[config.mk]
export PLATFORM = sky130hd
export DESIGN_NAME = spi_flash_responder
export DESIGN_NICKNAME = d
export VERILOG_FILES = /design/src/rtl/spi_flash_responder.sv
export SDC_FILE = /design/constraint.sdc
export NUM_CORES = 1
export LEC_CHECK = 0
export ABC_AREA = 0
export BUFFER_PORTS_ARGS = -buffer_cell sky130_fd_sc_hd__buf_2
export CAP_MARGIN = 20
export CORE_MARGIN = 2
export CORE_UTILIZATION = 60
export CTS_CLUSTER_DIAMETER = 40
export DETAILED_ROUTE_END_ITERATION = 7
export HOLD_SLACK_MARGIN = 0.12
export PLACE_DENSITY = 0.9
export SYNTH_ARGS = -nofsm -noshare
export SYNTH_HDL_FRONTEND = slang
export SYNTH_SLANG_ARGS = --single-unit
[constraint.sdc]
create_clock -name clk -period 4.67 [get_ports clk]
set_input_delay 0.2335 -clock clk [delete_from_list [all_inputs] [get_ports clk]]
set_output_delay 0.2335 -clock clk [all_outputs]
set_load 0.1 [all_outputs]
[src/rtl/spi_flash_responder.sv]
// Quad-SPI flash responder (mode 0) serving reads from a byte-wide memory port.
// Define SPI_FLASH_RESPONDER_XIP_EN to enable 0xEB continuous-read (XIP) mode.
module spi_flash_responder #(
    parameter int          ADDR_W     = 24,
    parameter logic [23:0] JEDEC_ID   = 24'hEF4016,
    parameter int          FAST_DUMMY = 8,
    parameter int          QIO_DUMMY  = 4
) (
    input  logic              clk,
    input  logic              reset,
    input  logic              spiflash4x_clk,
    input  logic              spiflash4x_cs_n,
    input  logic [3:0]        spiflash4x_dq_i,
    output logic [3:0]        spiflash4x_dq_o,
    output logic [3:0]        spiflash4x_dq_oe,
    output logic              mem_req,
    output logic [ADDR_W-1:0] mem_addr,
    input  logic              mem_ack,
    input  logic [7:0]        mem_rdata,
    output logic              underrun
);

    typedef enum logic [3:0] {
        S_IDLE, S_CMD, S_ADDR1, S_ADDR4, S_MODE,
        S_DUMMY, S_DATA, S_ID, S_STAT, S_IGNORE
    } state_t;

    state_t            state;
    logic [1:0]        sclk_q;
    logic              sclk_d;
    logic [1:0]        cs_q;
    logic [3:0]        dq_q1, dq_s;
    logic [7:0]        cmd, cnt, tx, rbuf;
    logic [2:0]        txcnt;
    logic              quad, buf_valid;
    logic [ADDR_W-1:0] addr_sh, a_next;
    logic [23:0]       id_sh;
    logic              rise, fall, cs_s, ack, avail;
    logic [7:0]        next_byte, cmd_next;
    logic [3:0]        slot, load_slot;
`ifdef SPI_FLASH_RESPONDER_XIP_EN
    logic [7:0]        mode, mode_next;
    logic              xip;
`endif

    assign cs_s = cs_q[1];
    assign rise = sclk_q[1] & ~sclk_d;
    assign fall = ~sclk_q[1] & sclk_d;

    always_ff @(posedge clk or posedge reset) begin
        if (reset) begin
            sclk_q <= 2'b00;
            sclk_d <= 1'b0;
            cs_q   <= 2'b11;
            dq_q1  <= 4'h0;
            dq_s   <= 4'h0;
        end else begin
            sclk_q <= {sclk_q[0], spiflash4x_clk};
            sclk_d <= sclk_q[1];
            cs_q   <= {cs_q[0], spiflash4x_cs_n};
            dq_q1  <= spiflash4x_dq_i;
            dq_s   <= dq_q1;
        end
    end

    always_comb begin
        ack       = mem_req && mem_ack;
        avail     = buf_valid || ack;
        next_byte = 8'hFF;
        if (buf_valid)
            next_byte = rbuf;
        else if (ack)
            next_byte = mem_rdata;
        cmd_next = {cmd[6:0], dq_s[0]};
        if (state == S_ADDR4)
            a_next = (addr_sh << 4) | ADDR_W'(dq_s);
        else
            a_next = (addr_sh << 1) | ADDR_W'(dq_s[0]);
        slot      = quad ? tx[7:4] : {2'b00, tx[7], 1'b0};
        load_slot = quad ? next_byte[7:4] : {2'b00, next_byte[7], 1'b0};
`ifdef SPI_FLASH_RESPONDER_XIP_EN
        mode_next = (mode << 4) | 8'(dq_s);
`endif
    end

    always_ff @(posedge clk or posedge reset) begin
        if (reset) begin
            state            <= S_IDLE;
            spiflash4x_dq_o  <= 4'h0;
            spiflash4x_dq_oe <= 4'h0;
            mem_req          <= 1'b0;
            mem_addr         <= '0;
            underrun         <= 1'b0;
            cmd              <= 8'h00;
            cnt              <= 8'h00;
            tx               <= 8'h00;
            rbuf             <= 8'h00;
            txcnt            <= 3'd0;
            quad             <= 1'b0;
            buf_valid        <= 1'b0;
            addr_sh          <= '0;
            id_sh            <= 24'h0;
`ifdef SPI_FLASH_RESPONDER_XIP_EN
            mode             <= 8'h00;
            xip              <= 1'b0;
`endif
        end else begin
            if (ack) begin
                rbuf      <= mem_rdata;
                buf_valid <= 1'b1;
                mem_req   <= 1'b0;
            end
            // CS_n high overrides everything, including a same-cycle SCLK edge
            if (cs_s) begin
                state            <= S_IDLE;
                spiflash4x_dq_o  <= 4'h0;
                spiflash4x_dq_oe <= 4'h0;
                cnt              <= 8'h00;
                txcnt            <= 3'd0;
                mem_req          <= 1'b0;
                buf_valid        <= 1'b0;
            end else begin
                unique case (state)
                    S_IDLE: begin
`ifdef SPI_FLASH_RESPONDER_XIP_EN
                        if (xip) begin
                            state <= S_ADDR4;
                            cmd   <= 8'hEB;
                            quad  <= 1'b1;
                            cnt   <= 8'(ADDR_W / 4 - 1);
                        end else begin
                            state <= S_CMD;
                            cnt   <= 8'd7;
                        end
`else
                        state <= S_CMD;
                        cnt   <= 8'd7;
`endif
                    end
                    S_CMD: if (rise) begin
                        cmd <= cmd_next;
                        cnt <= cnt - 8'd1;
                        if (cnt == 8'd0) begin
                            case (cmd_next)
                                8'h03, 8'h0B: begin
                                    state <= S_ADDR1;
                                    quad  <= 1'b0;
                                    cnt   <= 8'(ADDR_W - 1);
                                end
                                8'h6B: begin
                                    state <= S_ADDR1;
                                    quad  <= 1'b1;
                                    cnt   <= 8'(ADDR_W - 1);
                                end
                                8'hEB: begin
                                    state <= S_ADDR4;
                                    quad  <= 1'b1;
                                    cnt   <= 8'(ADDR_W / 4 - 1);
                                end
                                8'h9F: begin
                                    state <= S_ID;
                                    id_sh <= JEDEC_ID;
                                end
                                8'h05:   state <= S_STAT;
                                default: state <= S_IGNORE;
                            endcase
                        end
                    end
                    S_ADDR1, S_ADDR4: if (rise) begin
                        addr_sh <= a_next;
                        cnt     <= cnt - 8'd1;
                        if (cnt == 8'd0) begin
                            mem_addr  <= a_next;
                            mem_req   <= 1'b1;
                            buf_valid <= 1'b0;
                            txcnt     <= 3'd0;
                            if (cmd == 8'hEB) begin
                                state <= S_MODE;
                                cnt   <= 8'd1;
                            end else if (cmd == 8'h03) begin
                                state <= S_DATA;
                            end else begin
                                state <= S_DUMMY;
                                cnt   <= 8'(FAST_DUMMY - 1);
                            end
                        end
                    end
                    S_MODE: if (rise) begin
                        cnt <= cnt - 8'd1;
`ifdef SPI_FLASH_RESPONDER_XIP_EN
                        mode <= mode_next;
                        if (cnt == 8'd0)
                            xip <= (mode_next & 8'h30) == 8'h20;
`endif
                        if (cnt == 8'd0) begin
                            state <= S_DUMMY;
                            cnt   <= 8'(QIO_DUMMY - 1);
                        end
                    end
                    S_DUMMY: if (rise) begin
                        cnt <= cnt - 8'd1;
                        if (cnt == 8'd0)
                            state <= S_DATA;
                    end
                    S_DATA: if (fall) begin
                        spiflash4x_dq_oe <= quad ? 4'b1111 : 4'b0010;
                        if (txcnt == 3'd0) begin
                            spiflash4x_dq_o <= load_slot;
                            tx        <= quad ? {next_byte[3:0], 4'h0}
                                              : {next_byte[6:0], 1'b0};
                            txcnt     <= quad ? 3'd1 : 3'd7;
                            buf_valid <= 1'b0;
                            if (!avail)
                                underrun <= 1'b1;
                        end else begin
                            spiflash4x_dq_o <= slot;
                            tx    <= quad ? {tx[3:0], 4'h0} : {tx[6:0], 1'b0};
                            txcnt <= txcnt - 3'd1;
                            // last bit out: prefetch the next byte unless a fetch is still owed
                            if (txcnt == 3'd1 && !mem_req && !buf_valid) begin
                                mem_addr <= mem_addr + 1'b1;
                                mem_req  <= 1'b1;
                            end
                        end
                    end
                    S_ID: if (fall) begin
                        spiflash4x_dq_o  <= {2'b00, id_sh[23], 1'b0};
                        spiflash4x_dq_oe <= 4'b0010;
                        id_sh            <= {id_sh[22:0], id_sh[23]};
                    end
                    S_STAT: if (fall) begin
                        spiflash4x_dq_o  <= 4'h0;
                        spiflash4x_dq_oe <= 4'b0010;
                    end
                    S_IGNORE: ;
                    default: state <= S_IDLE;
                endcase
            end
        end
    end

endmodule

After elaboration in Yosys (flattened, before gate mapping)
Index checks and enable logic that the tools add are counted.
W data, S select, Z words.
{"block": "word_totals", "ff_bits": 135, "input_bits": 17, "output_inout_bits": 34, "wordCells": 183}
{"block": "op_classes", "n_addsub": 3, "eq_ne": 40, "n_mux": 78, "n_bitwise": 8, "n_reduce_logical": 34}
{"operator": "$mux W24", "n": 10}
{"operator": "$mux W8", "n": 15}
{"operator": "$pmux W24 S2", "n": 2}
{"operator": "$mux W4", "n": 20}
{"operator": "$pmux W8 S5", "n": 1}
{"operator": "$ne A3 B3 Y1 const B", "n": 11}
{"operator": "$add A24 B1 Y24 const B", "n": 1}
{"operator": "$eq A8 B8 Y1 const B", "n": 3}
{"operator": "$or A24 B1 Y24", "n": 1}
{"operator": "$or A24 B4 Y24", "n": 1}
{"operator": "$pmux W4 S6", "n": 1}
{"operator": "$mux W3", "n": 6}
{"operator": "$ne A2 B2 Y1 const B", "n": 9}
{"operator": "$eq A4 B3 Y1 const B", "n": 4}
{"operator": "$eq A8 B2 Y1 const B", "n": 2}
{"operator": "$pmux W4 S4", "n": 1}
{"operator": "$pmux W8 S2", "n": 1}
{"operator": "$reduce_and A5 Y1", "n": 3}
{"operator": "$mux W1", "n": 13}
{"operator": "$pmux W4 S3", "n": 1}
{"operator": "$reduce_and A3 Y1", "n": 4}
{"operator": "$reduce_and A9 Y1", "n": 1}
{"operator": "$eq A4 B2 Y1 const B", "n": 2}
{"operator": "$eq A4 B4 Y1 const B", "n": 2}
{"operator": "other kinds (31)", "n": 48}

Depth between registers and ports, before layout
{"block": "logic_depth", "word_depth": 8, "mapped_depth": 11, "depth_no_buf": 8}

Least setup slack after synthesis
No wires, ideal clock.
{"block": "synth_timing", "path_type": "flip-flop to flip-flop", "from": "reg mem_addr[0]", "to": "reg mem_addr[18]", "setup_ns": 0.126, "arrival_ns": 2.584, "t_required_ns": 4.544, "path_slack_ns": 1.961, "stages_incl_launch_ff": 8, "n_path_buf": 0, "period_less_slack_ns": 2.709, "path_cell_list": "dfrtp_1 > ha_1 > nand4_1 > nor4_1 > nand4_1 > nor2_1 > a21oi_1 > o22a_1"}
{"block": "synth_via", "elab_chain_cells": 5}
{"element": "from (decl)", "line_no": "17", "rtl": "output logic [ADDR_W-1:0] mem_addr,"}
{"element": "from (signal assigned)", "line_no": "173", "rtl": "mem_addr <= a_next;"}
{"element": "from (signal assigned)", "line_no": "221", "rtl": "mem_addr <= mem_addr + 1'b1;"}
{"element": "$add A24 B1 Y24", "line_no": "221"}
{"element": "$mux W24", "line_no": "220", "rtl": "if (txcnt == 3'd1 && !mem_req && !buf_valid) begin"}
{"element": "$mux W24", "line_no": "207", "rtl": "if (txcnt == 3'd0) begin"}
{"element": "$mux W24", "line_no": "205", "rtl": "S_DATA: if (fall) begin"}
{"element": "$pmux W24 S2", "line_no": "123", "rtl": "unique case (state)"}
No other way between the ends. The select of a mux whose other input is x is not followed.
A chain may end at the register's enable or synchronous reset.

Final worst setup path
{"block": "layout_timing", "from": "reg cnt[0]", "to": "reg id_sh[18]"}
{"block": "layout_via", "elab_chain_cells": 3}
{"element": "from (decl)", "line_no": "33", "rtl": "logic [7:0] cmd, cnt, tx, rbuf;"}
{"element": "from (signal assigned)", "line_no": "142", "rtl": "cnt <= cnt - 8'd1;"}
{"element": "from (signal assigned)", "line_no": "148", "rtl": "cnt <= 8'(ADDR_W - 1);"}
{"element": "from (signal assigned)", "line_no": "153", "rtl": "cnt <= 8'(ADDR_W - 1);"}
{"element": "$logic_not A8 Y1", "line_no": "143", "rtl": "if (cnt == 8'd0) begin"}
{"element": "$ne A2 B2 Y1 (no line)"}
{"element": "$reduce_and A6 Y1 (no line)"}
{"element": "to (signal assigned)", "line_no": "229", "rtl": "id_sh <= {id_sh[22:0], id_sh[23]};"}
{"element": "to (decl)", "line_no": "37", "rtl": "logic [23:0] id_sh;"}
No other way between the ends.

==> summary.md <==
| Metric | Value |
|---|---|
| Worst skew pair latency | 540 ps |
| Reg2reg path depth | 8 |
| Bufs and invs on worst path | 1 |
| Syn_area_per_cell | 9.27 µm² |
| CP cell instances | inv_1 > ha_1 > or4b_1 > nor2_1 > nand2_1 > a211oi_4 > o21ai_0 > nand2_1 |
| Port bufs | 50 |
| Slew @ Worst Pin | between 800 and 900 ps |
| N_diodes | 0 |
| Synth top area cells | dfrtp_1 49%, nand2_1 7.4%, o21ai_0 5.3% |
| Total wire length | about 16000 µm |
| Critical Path AT | between 3000 and 4000 ps |
| Leakage | between 3 and 4 nW |
| Fmax | between 300 and 400 MHz |
| Boundary pin count | 51 |
| Placer Congestion | 0.933 |
| Critical Path Fanout Max | 23 |
| Setup Skew | ~5.9 ps |
| Peak VDD IR | about 280 µV |
| Yosys top cell area share | between 40 and 50% |
| # setup viols final | 0 |
| Post-synth top cells | 132 x nand2_1, 130 x dfrtp_1, 71 x o21ai_0, 51 x a21oi_1, 38 x nor2_1 |
| Pins over their slew limit | 0 |
| Pin count of the biggest net entering global routing | 88 |
| Vias per Instance | about 6.3 |
| Final HPWL DP | ~10000 µm |
| Initial antenna violation count | 0 |
| Reg2reg setup slack | 1590 ps |
| Fin nets | 792 |
| Syn Inst Count | 721 |
| Post-Place Worst Slack | 1690 ps |
| Clock sinks | 132 |
| Final hold violation count | 0 |
| Slowest stage cell, crit path | a211oi_4 |
| Core area | roughly 0.011 mm² |
| Area Growth Syn to Fin | 15.3% |
| Drt wl/cell | 17.4 µm |
| Total clock buffers created by CTS | 17 |
| Worst path top cell family by delay | simple AND/OR/NAND/NOR gates |
| ANT nets after route | 0 |
| Vias in the first global route | 5469 |
| Initial Utilization | 61.7% |
| Final period util | about two thirds |
| GRT Overall Usage | 28.1% |
| DR iter-0 viols | 590 |
| DR pass1 iterations | 5 |
| Die height | 110 µm |
| CP Depth | 8 |
| Yosys top cell by area | dfrtp_1 |
| Max stage delay on crit path | 750 ps |
| # fillers | 717 |
| Clock Path Buffers | 2 |
| Post-synth cell types | between 60 and 70 |
| Worst rel slew slack | 41.3% |
| TritonCTS clock tree | yes |
| DRC Markers | 0 |
| Most frequent CP cell | nand2_1 |
| Die Footprint | 0.0120 mm² |
| Setup TNS | 0 ps |
| WHS | ~180 ps |
| Ys async rst share | 100% |
| Fin crit period | just over 3000 ps |
| H-Tree Depth | 4 |
| Seq cells post-synth | 132 |
| Crit. End Element | flip-flop |
| Yosys warnings | 0 |
| RSZ-0062 raised after global routing | no |
| Remaining Overflow, GRT | 0 |
| Setup ws final | 1590 ps |
| Vias | 5783 |
| Mapped cell area | 0.00669 mm² |
| Root buf cell | clkbuf_8 |
| Crit Path Class | reg2reg |
| Std-Cell Rows | 38 |
| Clock slew at reported path FFs | 60 ps |
| Syn nets | between 700 and 800 |
| Post-synth EDFFs | 0 |
| Internal | 2.17 mW |
| Crit path required time | roughly 5100 ps |
| Most frequent cell after synthesis | nand2_1 |
| First-pass GRT wire length | 26200 µm |
| Worst Setup Start Kind | flip-flop |
| Outcome | complete, no violations |
| Combinational Power Share | between 15 and 20% |
| Prevailing post-synth register cell | dfrtp_1 |
| Die Wd | ~110 µm |
| Clock network power share | 40.3% |
| Layout Cells excl Fill | approximately 920 |
| Psw | 0.978 mW |
| Placed Instances | roughly 870 |
| Power Dens Cells | 409 mW/mm² |
| Sequential element share of the synthesized area | about half |
| Hold Crit Class | in2async |
| Switching Fraction | 31.0% |
| MaxCap Viol Count | 0 |
| Ratio of cells with drive above 1 in the final layout | 15.6% |
| Seq pwr share | 42.0% |
| Post-CTS setup buffers | 0 |
-- stage by stage --
stage               area, µm²  utilization, %  total power [mW]
floorplan                6690               -              1.76
global placement         6940            64.0              1.84
detailed placement       6940            64.0              1.87
CTS                      7660            70.7              3.14
global route             7700            71.1              3.27
finish                   7700            71.1              3.15
-- sequential cells by signal, summed over array words and instances (netlist names), 2 cells and up --
| register | flops |
|---|---|
| cnt | 8 |
| mem_addr | 24 |
| cmd | 8 |
| txcnt | 3 |
| sclk_q | 2 |
| spiflash4x_dq_oe | 2 |
| addr_sh | 23 |
| rbuf | 8 |
| dq_q1 | 4 |
| id_sh | 24 |
| state | 4 |
| spiflash4x_dq_o | 4 |
| tx | 7 |
| cs_q | 2 |
| dq_s | 4 |
-- layer usage --
layer  wire, µm  part of all wire [%]  GRT usage [%]
met4        452                   2.8           10.6
met3       1140                   7.1           6.76
met2       7860                    49           45.7
met5          0                     0              0
met1       6640                    41           36.5
-- power by group through the flow --
stage,combinational [mW],sequential (mW),clock [mW]
floorplan,0.325,1.43,0
global route,0.599,1.34,1.34
global placement,0.517,1.33,0
CTS,0.547,1.32,1.28
detailed placement,0.530,1.34,0
finish,0.558,1.32,1.27
-- cell usage in the layout (no fill, tap or decap), types with 3 or more instances in the layout --
master,count
a211o_1,4
a21oi_1,51
a22o_1,7
a31oi_1,6
buf_2,50
buf_4,5
clkbuf_16,16
clkbuf_8,3
clkinv_2,7
dfrtp_1,130
dlygate4sd3_1,16
ha_1,5
inv_1,15
mux2_2,22
mux2i_1,24
nand2_1,132
nand2b_1,7
nand3_1,28
nand3b_1,3
nand4_1,12
nor2_1,38
nor2b_1,8
nor3_1,23
nor4_1,5
o21ai_0,71
o21ai_1,4
o21bai_1,3
o22a_1,9
o22ai_1,3
o31ai_1,9
o41ai_1,3
or2_2,3
or3_1,5
xnor2_1,3
-- path summary, 6_finish.rpt --
kind                                     from     endpoint
min in group clk           spiflash4x_dq_i[1]     dq_q1[1]
min reg2reg                          dq_q1[3]      dq_s[3]
max                                    cnt[0]    id_sh[18]
max in group asynchronous               reset    id_sh[18]
max reg2reg                            cnt[0]    id_sh[18]
min                                     reset  addr_sh[22]
-- cell families after synthesis --
family                     Yosys count  share of synthesized area (%)
adders and majority gates            5                          0.936
and+or+nand+nor                    283                           20.0
muxes                               46                           7.30
DFF                                132                           49.4
AOI/OAI and AO/OA                  193                           17.9
buffers and inverters               59                           4.10
xor gates and xnor gates             3                          0.393
-- final cells by class --
cell class	count	area (µm²)	area share, %
Timing Repair Buffer	73	490	6.37
Tap cell	140	175	2.27
Sequential cell	132	3310	42.9
Multi-Input combinational cell	530	3110	40.4
Clock inverter	11	110	1.43
Inverter	16	62.6	0.812
Clock buffer	21	449	5.83
-- worst register-to-register path: stages (launching register included) --
cell      delay, ps
dfrtp_1         410
inv_1            90
ha_1            200
or4b_1          620
nor2_1          400
nand2_1         220
a211oi_4        750
o21ai_0         220
nand2_1         120
-- timing repair --
| action | 4_1_cts | 5_1_grt |
|---|---|---|
| hold endpoints to repair | 101 | 0 |
| setup endpoints to repair | 0 | 0 |
| hold buffers | 16 | 0 |
| gates resized for setup | 0 | 0 |
No activity file was read; power rests on OpenSTA's default activity.
